File: config.mk
export PLATFORM = sky130hd
export DESIGN_NAME = trigger_detector_flat
export DESIGN_NICKNAME = d
export VERILOG_FILES = /design/src/rtl/trigger_detector_if.sv /design/src/rtl/trigger_detector.sv /design/src/flat_wrapper.sv
export SDC_FILE = /design/constraint.sdc
export NUM_CORES = 1
export LEC_CHECK = 0
export BUFFER_PORTS_ARGS = -buffer_cell sky130_fd_sc_hd__buf_4
export CAP_MARGIN = 20
export CORE_MARGIN = 5
export CORE_UTILIZATION = 30
export DETAILED_ROUTE_END_ITERATION = 8
export GPL_TIMING_DRIVEN = 0
export SLEW_MARGIN = 20
export SYNTH_ARGS = -nofsm -noshare
export SYNTH_HDL_FRONTEND = slang
export SYNTH_SLANG_ARGS = --single-unit
File: constraint.sdc
create_clock -name CLK -period 3.35 [get_ports CLK]
set_input_delay 0.67 -clock CLK [delete_from_list [all_inputs] [get_ports CLK]]
set_output_delay 0.67 -clock CLK [all_outputs]
set_load 0.02 [all_outputs]
File: src/rtl/trigger_detector_if.sv
// Sample stream, trigger controls and capture handshake between the ADC path,
// the trigger qualifier and the Fifo capture logic.
interface trigger_detector_if #(
  parameter int DW = 12,
  parameter int PW = 16
);
  logic          sample_valid;
  logic [DW-1:0] DATA_IN;
  logic [DW-1:0] TRIG;
  logic          edge_sel;
  logic          auto_en;
  logic          capture_done;
  logic          trig_pulse;
  logic          trig_auto;
  logic          armed;
  logic [PW-1:0] period_cnt;
  logic          period_valid;

  modport slave (
    input  sample_valid, DATA_IN, TRIG, edge_sel, auto_en, capture_done,
    output trig_pulse, trig_auto, armed, period_cnt, period_valid
  );

  modport master (
    output sample_valid, DATA_IN, TRIG, edge_sel, auto_en, capture_done,
    input  trig_pulse, trig_auto, armed, period_cnt, period_valid
  );
endinterface

File: src/rtl/trigger_detector.sv
// Qualifies the ADC sample stream against TRIG with hysteresis and edge polarity,
// fires a one-cycle capture start, then waits for capture completion and holdoff.
module trigger_detector #(
  parameter int DW           = 12,
  parameter int HYST         = 16,
  parameter int HOLDOFF      = 64,
  parameter int AUTO_TIMEOUT = 4096,
  parameter int PW           = 16
) (
  input  logic              CLK,
  input  logic              reset,
  trigger_detector_if.slave bus
);
  localparam int AW = $clog2(AUTO_TIMEOUT);
  localparam int HW = $clog2(HOLDOFF + 1);
  localparam logic [DW-1:0] HYST_D    = DW'(HYST);
  localparam logic [AW-1:0] AUTO_LAST = AW'(AUTO_TIMEOUT - 1);
  localparam logic [AW-1:0] AUTO_ONE  = AW'(1);
  localparam logic [HW-1:0] HOLD_LAST = HW'(HOLDOFF - 1);
  localparam logic [HW-1:0] HOLD_ONE  = HW'(1);
  localparam logic [PW-1:0] PER_MAX   = {PW{1'b1}};
  localparam logic [PW-1:0] PER_ONE   = PW'(1);

  typedef enum logic [2:0] {
    ST_PRE,
    ST_ARMED,
    ST_FIRE,
    ST_WAIT_DONE,
    ST_HOLDOFF
  } state_e;

  state_e        state_q, state_d;
  logic [AW-1:0] auto_cnt_q, auto_cnt_d;
  logic [HW-1:0] hold_cnt_q, hold_cnt_d;
  logic [PW-1:0] per_cnt_q, per_cnt_d;
  logic [PW-1:0] period_cnt_q, period_cnt_d;
  logic          period_valid_q, period_valid_d;
  logic          trig_auto_q, trig_auto_d;
  logic          first_trig_q, first_trig_d;

  logic [DW-1:0] lo, hi;
  logic [DW:0]   hi_sum;
  logic          pre_met, fire_met, timeout;
  logic          fire_real, fire_auto;

  // Saturating hysteresis band around the live trigger level.
  assign lo       = (bus.TRIG >= HYST_D) ? (bus.TRIG - HYST_D) : '0;
  assign hi_sum   = {1'b0, bus.TRIG} + {1'b0, HYST_D};
  assign hi       = hi_sum[DW] ? {DW{1'b1}} : hi_sum[DW-1:0];
  assign pre_met  = bus.edge_sel ? (bus.DATA_IN > hi) : (bus.DATA_IN < lo);
  assign fire_met = bus.edge_sel ? (bus.DATA_IN <= bus.TRIG) : (bus.DATA_IN >= bus.TRIG);
  assign timeout  = bus.auto_en && (auto_cnt_q == AUTO_LAST);

  always_ff @(posedge CLK or posedge reset) begin
    if (reset) begin
      state_q <= ST_PRE;
    end else begin
      state_q <= state_d;
    end
  end

  always_comb begin
    state_d   = state_q;
    fire_real = 1'b0;
    fire_auto = 1'b0;
    unique case (state_q)
      ST_PRE: begin
        if (bus.sample_valid) begin
          if (timeout) begin
            state_d   = ST_FIRE;
            fire_auto = 1'b1;
          end else if (pre_met) begin
            state_d = ST_ARMED;
          end
        end
      end
      ST_ARMED: begin
        // A real crossing outranks a timeout landing on the same sample.
        if (bus.sample_valid) begin
          if (fire_met) begin
            state_d   = ST_FIRE;
            fire_real = 1'b1;
          end else if (timeout) begin
            state_d   = ST_FIRE;
            fire_auto = 1'b1;
          end
        end
      end
      ST_FIRE:      state_d = ST_WAIT_DONE;
      ST_WAIT_DONE: if (bus.capture_done) state_d = ST_HOLDOFF;
      ST_HOLDOFF:   if (bus.sample_valid && (hold_cnt_q == HOLD_LAST)) state_d = ST_PRE;
      default:      state_d = ST_PRE;
    endcase
  end

  always_comb begin
    auto_cnt_d     = auto_cnt_q;
    hold_cnt_d     = hold_cnt_q;
    per_cnt_d      = per_cnt_q;
    period_cnt_d   = period_cnt_q;
    period_valid_d = 1'b0;
    trig_auto_d    = fire_auto;
    first_trig_d   = first_trig_q;
    if (bus.sample_valid) begin
      if (!bus.auto_en || fire_real || fire_auto) begin
        auto_cnt_d = '0;
      end else if (state_q == ST_PRE || state_q == ST_ARMED) begin
        auto_cnt_d = auto_cnt_q + AUTO_ONE;
      end
      // The firing sample itself counts as the first sample of the new period.
      if (fire_real) begin
        per_cnt_d    = PER_ONE;
        first_trig_d = 1'b0;
        if (!first_trig_q) begin
          period_cnt_d   = per_cnt_q;
          period_valid_d = 1'b1;
        end
      end else if (per_cnt_q != PER_MAX) begin
        per_cnt_d = per_cnt_q + PER_ONE;
      end
      if (fire_auto) first_trig_d = 1'b1;
    end
    if (state_q == ST_WAIT_DONE && bus.capture_done) begin
      hold_cnt_d = '0;
    end else if (state_q == ST_HOLDOFF && bus.sample_valid) begin
      hold_cnt_d = hold_cnt_q + HOLD_ONE;
    end
  end

  always_ff @(posedge CLK or posedge reset) begin
    if (reset) begin
      auto_cnt_q     <= '0;
      hold_cnt_q     <= '0;
      per_cnt_q      <= '0;
      period_cnt_q   <= '0;
      period_valid_q <= 1'b0;
      trig_auto_q    <= 1'b0;
      first_trig_q   <= 1'b1;
    end else begin
      auto_cnt_q     <= auto_cnt_d;
      hold_cnt_q     <= hold_cnt_d;
      per_cnt_q      <= per_cnt_d;
      period_cnt_q   <= period_cnt_d;
      period_valid_q <= period_valid_d;
      trig_auto_q    <= trig_auto_d;
      first_trig_q   <= first_trig_d;
    end
  end

  always_comb begin
    bus.trig_pulse   = (state_q == ST_FIRE);
    bus.armed        = (state_q == ST_ARMED);
    bus.trig_auto    = trig_auto_q;
    bus.period_valid = period_valid_q;
    bus.period_cnt   = period_cnt_q;
  end
endmodule

File: src/flat_wrapper.sv
// flat-port wrapper written by rule: the top's interface ports become plain ports
module trigger_detector_flat 
#(
  parameter int DW           = 12,
  parameter int HYST         = 16,
  parameter int HOLDOFF      = 64,
  parameter int AUTO_TIMEOUT = 4096,
  parameter int PW           = 16
)
  (CLK, reset, bus_sample_valid, bus_DATA_IN, bus_TRIG, bus_edge_sel, bus_auto_en, bus_capture_done, bus_trig_pulse, bus_trig_auto, bus_armed, bus_period_cnt, bus_period_valid);
  trigger_detector_if #(.DW(DW), .PW(PW)) bus_i ();
  input  logic CLK;
  input  logic reset;
  input wire logic [$bits(bus_i.sample_valid)-1:0] bus_sample_valid;
  input wire logic [$bits(bus_i.DATA_IN)-1:0] bus_DATA_IN;
  input wire logic [$bits(bus_i.TRIG)-1:0] bus_TRIG;
  input wire logic [$bits(bus_i.edge_sel)-1:0] bus_edge_sel;
  input wire logic [$bits(bus_i.auto_en)-1:0] bus_auto_en;
  input wire logic [$bits(bus_i.capture_done)-1:0] bus_capture_done;
  output wire logic [$bits(bus_i.trig_pulse)-1:0] bus_trig_pulse;
  output wire logic [$bits(bus_i.trig_auto)-1:0] bus_trig_auto;
  output wire logic [$bits(bus_i.armed)-1:0] bus_armed;
  output wire logic [$bits(bus_i.period_cnt)-1:0] bus_period_cnt;
  output wire logic [$bits(bus_i.period_valid)-1:0] bus_period_valid;
  assign bus_i.sample_valid = bus_sample_valid;
  assign bus_i.DATA_IN = bus_DATA_IN;
  assign bus_i.TRIG = bus_TRIG;
  assign bus_i.edge_sel = bus_edge_sel;
  assign bus_i.auto_en = bus_auto_en;
  assign bus_i.capture_done = bus_capture_done;
  assign bus_trig_pulse = bus_i.trig_pulse;
  assign bus_trig_auto = bus_i.trig_auto;
  assign bus_armed = bus_i.armed;
  assign bus_period_cnt = bus_i.period_cnt;
  assign bus_period_valid = bus_i.period_valid;
  trigger_detector #(.DW(DW), .HYST(HYST), .HOLDOFF(HOLDOFF), .AUTO_TIMEOUT(AUTO_TIMEOUT), .PW(PW)) u_core (.CLK(CLK), .reset(reset), .bus(bus_i));
endmodule
==> flow_summary_export.csv, run 1 <==
group,metric,value,unit
placed_design,io_buffer_count,46,
final_layout,final_nets,561,
sta,slew_headroom,42.6,%
worst_setup_path,crit_arrival,3490,ps
worst_setup_path,path_class,"in -> reg",
logic_synthesis,synth_area,3890,µm²
floorplan,coreArea,12700,µm²
worst_setup_path,startpoint_type,"input port",
clocking,max-clock-path-buffers,2,
global_route,grt_util_met1,15.7,%
sta,finClkSkew,6.72,ps
clocking,cts.sinks,57,
final_layout,area_delta_synth_final,28.7,%
clocking,cts_max_level,3,
global_route,grt_util_met2,20.0,%
logic_synthesis,async_flop_share,100,%
worst_setup_path,worstPathRequired,3550,ps
sta,tightestPinTransition,855,ps
clocking,clock_latency,320,ps
final_layout,final_cells,667,
route,postRouteWirelength,9020,µm
clocking,cts_tree,"yes",
route,firstDrtPassIters,4,
sta,finalSetupViolations,0,
global_route,grt.busiest_layer,"met2",
global_route,grt_pass1_wl,15100,µm
final_layout,layout_commonest_cell,"buf_4",
clocking,cts-root-buf,"clkbuf_16",
floorplan,die_h,124,µm
route,vias_per_cell,4.96,
route,ant_nets,0,
logic_synthesis,synthFlopType,"dfrtp_1",
floorplan,io_pins,50,
sta,finalCriticalPeriod,3290,ps
logic_synthesis,synthDistinctLibCells,51,
sta,slew_violations,0,
global_route,antenna_found_initial,0,
route,num_vias,3305,
sta,hold_viol,0,
global_route,first_global_vias,3290,
power,peakVddDrop,0.197,mV
sta,fin_crit_sh,98.3,%
placed_design,hpwl,6910,µm
worst_setup_path,critPathCaptureType,"flip-flop",
floorplan,die-area,15400,µm²
clocking,holdBufCountCts,0,
route,wl_per_cell,13.5,µm
sta,rsz0062_at_grt,"true",
final_layout,layout_common_cells,"buf_4, dfrtp_1, nor2_1",
final_layout,antenna_cells,0,
global_route,track_usage,12.2,%
job,cap_violations,0,
worst_setup_path,cp_max_fo,6,
final_layout,utilization,39.5,%
global_route,grt_overflow,0,
route,drt_iter0_markers,194,
floorplan,die_x,124,µm
floorplan,start_util,30.7,%
logic_synthesis,ys_warn_count,0,
sta,fin_tns_setup,0,ps
final_layout,fill_cells,1255,
global_route,grt_max_degree,58,
power,p_leak,0.00232,µW
power,powerDensity,511,nW/µm²
min_path,hold_class,"in -> async",
sta,maxClockFrequency,304,MHz
logic_synthesis,ys_seq_area_share,36.7,%
route,drc_errors,0,
power,power.total,2560,µW
logic_synthesis,syn_nets,493,
logic_synthesis,synth-edff-count,0,
placed_design,routabilityCongestion,0.936,
logic_synthesis,syn_avg_cell_area,9.22,µm²
global_route,met3_usage,3.00,%
placed_design,dp.cells,640,
final_layout,drive_above_1_share,24.2,%
run_status,status,"finished clean",
logic_synthesis,ys_ff_latch,57,
floorplan,row_count,41,
logic_synthesis,synth_cells,422,
clocking,cts_buffers,9,
clocking,cts.reportedPaths.clkPinSlew,50,ps
[per-layer routing]
metal / vias up / share of wire, %
met5: - / 0
met4: 0 / 1.0
met3: 9 / 5.3
met2: 75 / 46
met1: 1571 / 48
li1: 1650 / -
[Yosys cell counts (all sizes together), types with 2 or more instances]
cell type,number,area (µm²)
or2,2,12.5
ha,41,513
xor2,19,166
a21oi,17,85.1
mux2i,2,20.0
o31ai,5,37.5
a21boi,3,22.5
dfrtp,56,1400
xnor2,16,140
o21a,3,22.5
buf,3,27.5
mux2,18,203
and3,9,56.3
a31oi,3,18.8
o211ai,2,15.0
nand4,17,113
o21ai,14,70.1
nor3,15,86.3
nand2,33,124
inv,20,75.1
nor2,52,195
and4,2,17.5
nand2b,4,25.0
and2,5,31.3
nand3b,2,15.0
a211oi,5,37.5
nand4b,2,17.5
nor2b,2,12.5
nor4,4,25.0
or3,5,31.3
clkbuf,7,26.3
nand3,19,95.1
[layout make-up]
class | instances | area [µm²] | area share (%)
buffer | 8 | 46.3 | 0.924
clock buffer | 14 | 274 | 5.47
clock inverter | 2 | 35.0 | 0.699
inverter | 20 | 86.3 | 1.72
multi-input combinational | 335 | 2460 | 49.2
sequential | 57 | 1430 | 28.5
tap | 172 | 215 | 4.30
timing repair buffer | 59 | 459 | 9.17
[stage by stage]
stage / hold WS [ps] / setup WS (ps) / cell area, µm²
2_1_floorplan: 465 / 5.17 / 3910
3_3_place_gp: 486 / -500 / 4470
3_5_place_dp: 488 / -561 / 4480
4_1_cts: 496 / -23.5 / 4880
5_1_grt: 520 / -87.4 / 5010
6_report: 468 / 55.7 / 5010
[power breakdown]
group,leakage [µW],internal (µW),switching [µW],total [µW]
logic,0.00139,335,420,755
clock network,0.000153,634,287,921
registers,0.000775,789,92.5,881
[final timing paths]
| kind | from | to | slack, ps | depth (start not counted) |
|---|---|---|---|---|
| worst max-delay path | bus_TRIG[4] | u_core.state_q[0]$_DFFE_PP0P_ | 60 | 14 |
| worst min-delay path | reset | u_core.hold_cnt_q[5]$_DFFE_PP0P_ | 470 | 2 |
| worst max register to register | u_core.state_q[1]$_DFFE_PP0P_ | u_core.per_cnt_q[6]$_DFFE_PP0P_ | 950 | 7 |
| worst min register to register | u_core.bus.period_cnt[0]$_DFFE_PP0P_ | u_core.bus.period_cnt[0]$_DFFE_PP0P_ | 490 | 1 |
| max in group asynchronous | reset | u_core.bus.period_cnt[3]$_DFFE_PP0P_ | 2400 | 2 |
| min in group CLK | u_core.bus.period_cnt[0]$_DFFE_PP0P_ | u_core.bus.period_cnt[0]$_DFFE_PP0P_ | 490 | 1 |
[worst max-delay path: stages]
cell and delay (ps):
buf_12 110, clkinvlp_4 80, ha_4 130, or3b_4 390, a211o_4 370, nand2_4 80
ha_4 190, or3_1 370, a21oi_2 180, a2111oi_4 80, nor3_2 180, o31ai_1 90
a31oi_1 220, mux2_1 350
[timing repair]
action                                 in CTS  in global routing
cloned                                      0                  0
pin swaps                                   4                 11
endpoints found under the hold margin       0                  0
buffers inserted                            6                  7
setup endpoints to repair                   2                 21
gates resized for setup                    10                 20
[registers in the layout, summed over array words and instances (netlist names)]
| name | flops |
|---|---|
| u_core.auto_cnt_q | 12 |
| u_core.bus.period_cnt | 16 |
| u_core.bus.period_valid | 1 |
| u_core.bus.trig_auto | 1 |
| u_core.first_trig_q | 1 |
| u_core.hold_cnt_q | 7 |
| u_core.per_cnt_q | 16 |
| u_core.state_q | 3 |
[cell families after synthesis]
group,after synthesis,share of synthesized area (%)
AND/OR/NAND/NOR,177,23.0
buffers and inverters,30,3.31
multiplexers,20,5.72
AO/OA/AOI/OAI,62,10.3
adder cells (fa/ha/maj),41,13.2
XOR/XNOR,35,7.88
flip-flops,57,36.7
No activity file was read; power rests on OpenSTA's default activity.
==> run 2, diff against run 1 <==
--- a/config.mk
+++ b/config.mk
@@ -7,6 +7,7 @@
 export LEC_CHECK = 0
 export BUFFER_PORTS_ARGS = -buffer_cell sky130_fd_sc_hd__buf_4
 export CAP_MARGIN = 20
+export CORE_ASPECT_RATIO = 1.4
 export CORE_MARGIN = 5
 export CORE_UTILIZATION = 30
 export DETAILED_ROUTE_END_ITERATION = 8
==> flow_summary_export.csv, run 2 (synthesis gave the netlist of run 1 again) <==
group,metric,value,unit
worst_setup_path,crit_arrival,3520,ps
final_layout,final_nets,563,
final_layout,area_delta_synth_final,30.6,%
sta,slew_headroom,41.7,%
sta,finalSetupViolations,0,
final_layout,layout_common_cells,"buf_4, dfrtp_1, nor2_1",
final_layout,layout_commonest_cell,"buf_4",
worst_setup_path,path_class,"in -> reg",
run_status,status,"finished clean",
worst_setup_path,crit_start,"bus_TRIG[4]",
clocking,cts.sinks,57,
clocking,cts-root-buf,"clkbuf_16",
clocking,cts_tree,"yes",
worst_setup_path,r2r_cells,7,
floorplan,die-area,15400,µm²
clocking,max-clock-path-buffers,2,
sta,finalCriticalPeriod,3320,ps
global_route,track_usage,12.6,%
route,vias_per_cell,5.12,
worst_setup_path,r2r_setup_slack,900,ps
clocking,cts_buffers,9,
power,power.total,2580,µW
route,wl_per_cell,14.4,µm
worst_setup_path,worstPathRequired,3550,ps
global_route,grt_max_degree,58,
global_route,first_global_vias,3416,
clocking,cts.reportedPaths.clkPinSlew,50,ps
clocking,cts_max_level,3,
sta,maxClockFrequency,301,MHz
clocking,clock_latency,320,ps
floorplan,row_count,49,
job,cap_violations,0,
placed_design,place_area,4450,µm²
floorplan,die_h,145,µm
sta,hold_viol,0,
sta,finClkSkew,6.39,ps
route,drc_errors,0,
sta,slew_violations,0,
route,postRouteWirelength,9350,µm
power,p_leak,0.00233,µW
final_layout,antenna_cells,0,
sta,rsz0062_at_grt,"true",
floorplan,die_x,106,µm
placed_design,routabilityCongestion,0.875,
placed_design,io_buffer_count,46,
route,ant_nets,0,
clocking,holdBufCountCts,0,
worst_setup_path,critPathCaptureType,"flip-flop",
route,firstDrtPassIters,4,
power,peakVddDrop,0.238,mV
route,num_vias,3329,
worst_setup_path,cp_max_fo,7,
worst_setup_path,startpoint_type,"input port",
placed_design,hpwl,7030,µm
global_route,grt_pass1_wl,15800,µm
power,powerDensity,507,nW/µm²
global_route,antenna_found_initial,0,
worst_setup_path,r2r_start,"u_core.state_q[1]$_DFFE_PP0P_",
worst_setup_path,reg2reg_to,"u_core.per_cnt_q[5]$_DFFE_PP0P_",
min_path,hold_class,"in -> async",
sta,tightestPinTransition,868,ps
global_route,grt_overflow,0,
route,drt_iter0_markers,118,
floorplan,start_util,30.4,%
final_layout,fin_area,5080,µm²
final_layout,drive_above_1_share,26.4,%
floorplan,coreArea,12800,µm²
floorplan,io_pins,50,
sta,fin_crit_sh,99.1,%
[run 2: cell types whose count changed in the layout (fill, tap and decap cells not counted), moves of 2 or more]
cell        delta
nand2_1        -4
ha_4           +3
clkbuf_8       -2
clkinvlp_4     +2
ha_1           -2
nand2_2        +2
nand2_4        +2
o21ai_2        +2
[run 2: critical path: stages]
cell,delay (ps)
buf_8,100
clkinvlp_4,80
ha_4,130
or3b_4,400
a211o_4,370
buf_12,160
nand2_4,70
ha_4,140
o21a_1,180
a21oi_4,70
a2111oi_4,360
nor3_2,70
o31ai_1,210
a31oi_1,100
buf_4,160
o221a_4,250
[run 2: timing repair]
item | CTS | global route
buffers inserted | 10 | 5
setup endpoints to repair | 2 | 21
gates cloned | 0 | 0
pin swaps | 11 | 9
resized for setup | 31 | 13
[run 2: stage by stage]
| stage | util (%) | hold slack, ps | setup slack, ps | setup TNS [ps] | std cells |
|---|---|---|---|---|---|
| CTS | 39.0 | 502 | 6.47 | 0 | 646 |
| global route | 39.7 | 521 | -40.4 | -73.2 | 650 |
| global placement | 34.7 | 475 | -654 | -3900 | 621 |
| finish | 39.7 | 469 | 28.7 | 0 | 650 |
| detailed placement | 34.8 | 493 | -730 | -4890 | 621 |
| floorplan | - | 465 | 5.17 | 0 | 422 |
[run 2: metal layers]
layer | global-route usage (%) | vias up | part of all wire [%]
met5 | 0 | - | 0
met4 | 5.32 | 0 | 2.4
met3 | 2.62 | 15 | 4.7
met2 | 22.9 | 76 | 51
met1 | 14.4 | 1589 | 41
li1 | - | 1649 | -
[run 2: area by class of cell]
| class | count | area, µm² |
|---|---|---|
| plain buffers | 8 | 46.3 |
| clock buffers | 11 | 243 |
| clock inverters | 5 | 55.1 |
| fillers | 1261 | 7730 |
| inverters | 20 | 86.3 |
| multi-input cells | 335 | 2550 |
| flip-flops and latches | 57 | 1430 |
| well taps | 153 | 191 |
| repair buffers | 61 | 482 |
[run 2: worst max-delay path by stage]
| stage | to | slack [ps] | depth (start not counted) |
|---|---|---|---|
| 2_1_floorplan | u_core.state_q[0]$_DFFE_PP0P_ | 5 | 15 |
| 3_3_place_gp | u_core.state_q[0]$_DFFE_PP0P_ | -650 | 13 |
| 3_5_place_dp | u_core.state_q[0]$_DFFE_PP0P_ | -730 | 13 |
| 4_1_cts | u_core.state_q[0]$_DFFE_PP0P_ | 6 | 13 |
| 5_1_grt | u_core.state_q[1]$_DFFE_PP0P_ | -40 | 16 |
| 6_report | u_core.state_q[1]$_DFFE_PP0P_ | 30 | 16 |
[run 2: where the power goes]
part	switching [µW]	internal, µW	leakage, µW
clock	312	592	0.000142
combinational	440	353	0.00142
sequential	89.7	788	0.000775
